File: config.mk
export PLATFORM = sky130hd
export DESIGN_NAME = stopwatch_ctrl
export DESIGN_NICKNAME = d
export VERILOG_FILES = /design/src/rtl/stopwatch_pkg.sv /design/src/rtl/stopwatch_ctrl_mod_counter.sv /design/src/rtl/stopwatch_ctrl.sv
export SDC_FILE = /design/constraint.sdc
export NUM_CORES = 1
export LEC_CHECK = 0
export ABC_AREA = 0
export ABC_CLOCK_PERIOD_IN_PS = 3900
export CAP_MARGIN = 0
export CORE_MARGIN = 5
export CORE_UTILIZATION = 40
export CTS_CLUSTER_SIZE = 8
export DETAILED_ROUTE_END_ITERATION = 8
export GPL_TIMING_DRIVEN = 0
export MAX_ROUTING_LAYER = met4
export PLACE_DENSITY = 0.66
export SLEW_MARGIN = 10
export SYNTH_ARGS = -nofsm -noshare
export SYNTH_HDL_FRONTEND = slang
export SYNTH_HIERARCHICAL = 1
export SYNTH_SLANG_ARGS = --single-unit
File: constraint.sdc
create_clock -name clk -period 3.9 [get_ports clk]
set_clock_uncertainty 0.1 [all_clocks]
set_input_delay 0.975 -clock clk [delete_from_list [all_inputs] [get_ports clk]]
set_output_delay 0.975 -clock clk [all_outputs]
set_load 0.02 [all_outputs]
File: src/rtl/stopwatch_pkg.sv
// Shared encodings for the stopwatch mode controller and the display driver.
package stopwatch_pkg;

    localparam int CNT_W_DEF   = 6;
    localparam int MAX_SEC_DEF = 59;
    localparam int MAX_MIN_DEF = 59;

    localparam int ST_W = 2;
    typedef logic [ST_W-1:0] state_t;

    localparam logic [ST_W-1:0] ST_RUN    = 2'd0;
    localparam logic [ST_W-1:0] ST_PAUSE  = 2'd1;
    localparam logic [ST_W-1:0] ST_ADJUST = 2'd2;

    localparam logic SEL_MIN = 1'b0;
    localparam logic SEL_SEC = 1'b1;

endpackage

File: src/rtl/stopwatch_ctrl_mod_counter.sv
// Modulo-(MAX+1) up-counter with synchronous clear; clear beats increment.
module mod_counter #(
    parameter int W   = 6,
    parameter int MAX = 59
) (
    input  logic         clk,
    input  logic         rst_n,
    input  logic         inc,
    input  logic         clr,
    output logic [W-1:0] value,
    output logic         wrap
);

    localparam logic [W-1:0] MAX_V = W'(MAX);

    assign wrap = inc && (value == MAX_V);

    // Out-of-range values (only reachable by upset) fold back to 0 on the next increment.
    always_ff @(posedge clk or negedge rst_n) begin
        if (!rst_n) begin
            value <= '0;
        end else if (clr) begin
            value <= '0;
        end else if (inc) begin
            value <= (value >= MAX_V) ? '0 : value + 1'b1;
        end
    end

endmodule

File: src/rtl/stopwatch_ctrl.sv
// Stopwatch mode FSM and mm:ss time-base.
//   state     | meaning
//   ST_RUN    | counting on tick_1hz
//   ST_PAUSE  | time frozen
//   ST_ADJUST | selected field steps on tick_2hz, display blinks
module stopwatch_ctrl
    import stopwatch_pkg::*;
#(
    parameter int CNT_W   = CNT_W_DEF,
    parameter int MAX_SEC = MAX_SEC_DEF,
    parameter int MAX_MIN = MAX_MIN_DEF
) (
    input  logic             clk,
    input  logic             rst_n,
    input  logic             tick_1hz,
    input  logic             tick_2hz,
    input  logic             pause_pulse,
    input  logic             clear_pulse,
    input  logic             adj,
    input  logic             sel,
    output logic [CNT_W-1:0] min_out,
    output logic [CNT_W-1:0] sec_out,
    output logic             running,
    output logic             adj_active,
    output logic             tick_sel,
    output logic             blink_phase
);

    state_t state;
    state_t state_nxt;
    logic   paused_save;
    logic   save_nxt;
    logic   blink_nxt;
    logic   sec_inc;
    logic   min_inc;
    logic   sec_wrap;
    logic   min_wrap;

    always_comb begin
        state_nxt = state;
        save_nxt  = paused_save;
        case (state)
            ST_RUN: begin
                if (adj) begin
                    state_nxt = ST_ADJUST;
                    save_nxt  = 1'b0;
                end else if (pause_pulse) begin
                    state_nxt = ST_PAUSE;
                end
            end
            ST_PAUSE: begin
                if (adj) begin
                    state_nxt = ST_ADJUST;
                    save_nxt  = 1'b1;
                end else if (pause_pulse) begin
                    state_nxt = ST_RUN;
                end
            end
            ST_ADJUST: begin
                if (pause_pulse) begin
                    save_nxt = ~paused_save;
                end
                if (!adj) begin
                    state_nxt = paused_save ? ST_PAUSE : ST_RUN;
                end
            end
            default: state_nxt = ST_RUN;
        endcase
    end

    // Blink is cleared on the same edge that leaves ADJUST.
    assign blink_nxt = (state == ST_ADJUST && adj) ? (blink_phase ^ tick_2hz) : 1'b0;

    always_ff @(posedge clk or negedge rst_n) begin
        if (!rst_n) begin
            state       <= ST_RUN;
            paused_save <= 1'b0;
            blink_phase <= 1'b0;
        end else begin
            state       <= state_nxt;
            paused_save <= save_nxt;
            blink_phase <= blink_nxt;
        end
    end

    // Increments follow the pre-edge state; adjust steps never carry.
    assign sec_inc = (state == ST_RUN && tick_1hz)
                   || (state == ST_ADJUST && tick_2hz && sel == SEL_SEC);
    assign min_inc = (state == ST_RUN && tick_1hz && sec_wrap)
                   || (state == ST_ADJUST && tick_2hz && sel == SEL_MIN);

    mod_counter #(.W(CNT_W), .MAX(MAX_SEC)) u_sec (
        .clk   (clk),
        .rst_n (rst_n),
        .inc   (sec_inc),
        .clr   (clear_pulse),
        .value (sec_out),
        .wrap  (sec_wrap)
    );

    mod_counter #(.W(CNT_W), .MAX(MAX_MIN)) u_min (
        .clk   (clk),
        .rst_n (rst_n),
        .inc   (min_inc),
        .clr   (clear_pulse),
        .value (min_out),
        .wrap  (min_wrap)
    );

    assign running    = (state == ST_RUN);
    assign adj_active = (state == ST_ADJUST);
    assign tick_sel   = (state == ST_ADJUST);

endmodule
==> Word level (Yosys, flattened, before mapping) <==
Index checks and enable logic that the tools add are counted.
{ "totals": {"ff_bits": 16, "inputBits": 8, "out_inout_bits": 16, "wordCells": 54} }
{ "op_classes": {"n_addsub": 2, "order_cmp": 2, "eq_ne": 9, "mux": 18, "n_bitwise": 3, "n_reduce_logical": 15} }
{ "ops": {"columns": ["cell", "n"], "rows": [
  ["two-way mux 6 bit", 6],
  ["adder 6 x 1 -> 6 bit, second input constant", 2],
  [">= comparator 6 bit, second input constant", 2],
  ["two-way mux 2 bit", 5],
  ["inequality test 2 bit, second input constant", 4],
  ["logical AND 1 bit", 7],
  ["equality test 6 bit, second input constant", 1],
  ["inequality test 3 bit, second input constant", 2],
  ["one-hot mux 2 bit (3 select lines)", 1],
  ["two-way mux 1 bit", 5],
  ["AND reduction 4 bit", 1],
  ["nonzero test 2 bit", 2],
  ["one-hot mux 1 bit (3 select lines)", 1],
  ["AND reduction 3 bit", 1],
  ["nonzero test 3 bit", 1],
  ["equality test 2 x 1 -> 1 bit, second input constant", 1],
  ["equality test 2 bit, second input constant", 1],
  ["zero test 2 bit", 1],
  ["logical OR 1 bit", 2],
  ["inverter 1 bit", 2],
  ["bitwise XOR 1 bit", 1]
]} }

==> Logic depth before layout (Yosys ltp) <==
{ "logic_depth": {"depth_word": 9, "ltp_mapped": 11, "depth_no_buf": 10} }

==> Hierarchy <==
Netlist, hierarchy kept.
{ "modules_own_cells": {"columns": ["module", "instances", "cells_per_inst", "area_per_inst_um2", "seq_area_each_um2"], "rows": [
  ["mod_counter", 2, 37, 347.8, 150.1],
  ["stopwatch_ctrl", 1, 36, 356.6, 100.1]
]} }

==> Worst setup path before layout <==
Ideal clock, no wire load.
{ "synth_path": {"kind": "in2reg", "from": "input sel", "to": "register u_min.value[5]", "setup_time_ns": 0.087, "arrival_ns": 2.077, "required_time_ns": 3.713, "setup_slack_ns": 1.636, "stages": 8, "path_cell_list": "a32o_1 > nand3b_1 > nor2_1 > nand3_1 > o21ai_0 > buf_2 > a41oi_1 > a211oi_2"} }
{ "synth_via": {"elab_chain_cells": 6, "word_cells_on_any_way": 8} }
{ "synth_rtl": {"columns": ["element", "line_no", "text"], "rows": [
  ["start, declared", "stopwatch_ctrl.sv:20", "input logic sel,"],
  ["logical AND 1 bit", "stopwatch_ctrl.sv:88", "|| (state == ST_ADJUST && tick_2hz && sel == SEL_SEC);"],
  ["logical OR 1 bit", "stopwatch_ctrl.sv:88", null],
  ["logical AND 1 bit", "stopwatch_ctrl_mod_counter.sv:16", "assign wrap = inc && (value == MAX_V);"],
  ["named net sec_wrap", "stopwatch_ctrl.sv:36", "logic sec_wrap;"],
  ["logical AND 1 bit", "stopwatch_ctrl.sv:89", "assign min_inc = (state == ST_RUN && tick_1hz && sec_wrap)"],
  ["logical OR 1 bit", "stopwatch_ctrl.sv:90", "|| (state == ST_ADJUST && tick_2hz && sel == SEL_MIN);"],
  ["named net min_inc", "stopwatch_ctrl.sv:35", "logic min_inc;"],
  ["nonzero test 2 bit (no source line)", null, null],
  ["end signal, assigned", "stopwatch_ctrl_mod_counter.sv:25", "value <= (value >= MAX_V) ? '0 : value + 1'b1;"],
  ["end, declared", "stopwatch_ctrl_mod_counter.sv:10", "output logic [W-1:0] value,"]
]} }
The timed path passes the listed nets, and every way through them passes these cells.
A chain may end at the register's enable or synchronous reset.

==> Final worst setup path <==
{ "layout_path": {"from": "register state[0]", "to": "output tick_sel"} }
{ "layout_via": {"elab_chain_cells": 1} }
{ "layout_rtl": {"columns": ["element", "line_no", "text"], "rows": [
  ["start, declared", "stopwatch_ctrl.sv:29", "state_t state;"],
  ["start signal, assigned", "stopwatch_ctrl.sv:80", "state <= state_nxt;"],
  ["equality test 2 bit", "stopwatch_ctrl.sv:112", "assign tick_sel = (state == ST_ADJUST);"],
  ["end, declared", "stopwatch_ctrl.sv:25", "output logic tick_sel,"]
]} }
Every way passes these cells.

==> results_dict.tcl <==
set metrics [dict create \
    status "finished, final reports clean" \
    io_pins 24 \
    tightest_slew_ns 0.7054 \
    cts_tree "done" \
    holdBufCountCts 0 \
    gp_congestion 0.7815 \
    syn_nets 124 \
    nets 152 \
    rsz0062_at_grt "no" \
    multi_input_area_um2 600.6 \
    worstHoldStart "blink_phase" \
    wl_per_cell_um 13.87 \
    hold_viol 0 \
    grt_pass1_vias 882 \
    min_to "blink_phase" \
    fmax_mhz 340.7 \
    cp.required_ns 2.82 \
    track_usage 0.1374 \
    synth.cell_area_um2 1049 \
    htree_levels 1 \
    grt_pass1_wl_um 3753 \
    power_density_nw_per_um2 467.6 \
    fp.dieW_um 61.20 \
    die_area_um2 3745 \
    p_int_uw 388.3 \
    regArea_um2 400.4 \
    clk_pin_slew_ns 0.09 \
    coreArea_um2 2500 \
    yosys_warnings 6 \
    total_power_uw 632.4 \
    combinationalPowerShare 0.474 \
    grt_max_degree 17 \
    postRouteAntennaNets 0 \
    end_kind "primary output" \
    worst_hold_path_type "reg2reg" \
    dieHeight_um 61.20 \
    area_delta_synth_final_pct 29.00 \
    reg2reg_depth 10 \
    syn_inst 109 \
    slew_viol_final 0 \
    period_share 0.7525 \
    r2r-end "u_min/value[5]" \
    post_cts_resized 0 \
    synth_area_per_cell_um2 9.619 \
    ir_drop_mv 0.2982 \
    clock-sinks 16 \
    drv_cap 0 \
    wl_um 2302 \
    cp.arrival_ns 1.86 \
    cts_setup_buffers 0 \
    pre_cts_ws_ns 0.8977 \
    antenna_cells 0 \
    vias_per_cell 5.518 \
    seqPwrFrac 0.354 \
    placementRows 18 \
    cts_buffers 3 \
    start_kind "flop" \
    io_buffers 23 \
    finalWorstSetupSlack_ns 0.9652 \
    dp_hpwl_um 1710 \
    clkLatencyLatePin_ns 0.28 \
    slew_headroom 0.5283 \
    crit_fanout 7 \
    antenna_found_initial 0 \
    fin_cells 166 \
    drive_above_1_share 0.08088 \
    swShare 0.3860 \
    r2r_start "state[0]" \
    setup_viol 0 \
    worstHoldPathCells 2 \
    fin_tns_setup_ns 0 \
    dr_total_vias 916 \
    fillCellCount 242 \
    r2r_slack_ns 1.55 \
    switchingPower_uw 244.1 \
    drc 0 \
    start_util 0.4194 \
    overflow 0 \
    path_class "reg2out" \
    min_period_ns 2.935 \
    drtIter0Drc 23 \
    p_leak_uw 0.0005495 \
    cts_root_buffer "clkbuf_4" \
    dp.cells 162 \
    power_frac_clock 0.172 \
    drt_first_pass_iters 4 \
    cts.path.max_buffers 2 \
]
-- per-stage QoR --
step	instance area [um^2]	utilization	hold WS, ns
5_1_grt	1353	0.5410	0.4777
6_report	1353	0.5410	0.4445
4_1_cts	1353	0.5410	0.4546
2_1_floorplan	1049	-	0.4221
3_5_place_dp	1316	0.5265	0.4279
3_3_place_gp	1316	0.5265	0.4231
-- sequential cells by signal (all words and copies together), names as in the netlist --
signal	count
blink_phase	1
paused_save	1
state	2
u_min/value	6
u_sec/value	6
-- worst max path at each step --
stage,from,cells past startpoint,end
after global routing,state[0],4,tick_sel
after floorplan,sel,8,u_min/value[5]
final,state[0],4,tick_sel
after detailed placement,tick_2hz,10,u_min/value[4]
after global placement,tick_2hz,10,u_min/value[4]
after CTS,state[0],4,tick_sel
-- area by class of cell --
cell class / count / area share
multi-input cells: 82 / 0.4440
repair buffers: 23 / 0.1702
flip-flops and latches: 16 / 0.2960
clock buffers: 4 / 0.02683
inverters: 8 / 0.02220
plain buffers: 3 / 0.01295
well taps: 30 / 0.02775
-- layout by cell type, fill, tap and decap left out, types with 2 or more instances in the layout --
cell type and count:
nand3_1 5, o21ai_1 4, buf_2 2, ha_1 7, a211oi_2 2, dfrtp_1 16
or2_0 2, nand3b_1 9, clkbuf_4 3, nand2b_1 7, a41oi_1 2, a31oi_1 2
nor3_1 2, nor2_1 2, a31o_1 2, and3_1 2, inv_1 8, a21oi_1 9
o2111ai_1 4, clkdlybuf4s50_1 23, o211ai_1 2, nand2_1 3, nand4_1 2, nor3b_1 3
-- metal layers --
| layer | global-route usage | up-vias | share of wire |
|---|---|---|---|
| met5 | - | - | 0 |
| met4 | 0.01858 | 0 | 0.0026 |
| met3 | 0.04612 | 2 | 0.054 |
| met2 | 0.2266 | 21 | 0.46 |
| met1 | 0.1669 | 433 | 0.48 |
| li1 | - | 460 | - |
-- worst max-delay path, stage by stage, from the launching register on --
cell	delay (ns)
dfrtp_1	0.44
inv_1	0.12
ha_1	0.28
buf_4	0.14
clkdlybuf4s50_1	0.59
-- power groups by stage --
stage          Combinational (uW)  Sequential, uW  Clock (uW)
6_report                      299             224         109
5_1_grt                       328             229         121
4_1_cts                       302             224         115
3_5_place_dp                  300             227           0
3_3_place_gp                  294             225           0
2_1_floorplan                 185             234           0
No activity file was read; power rests on OpenSTA's default activity.
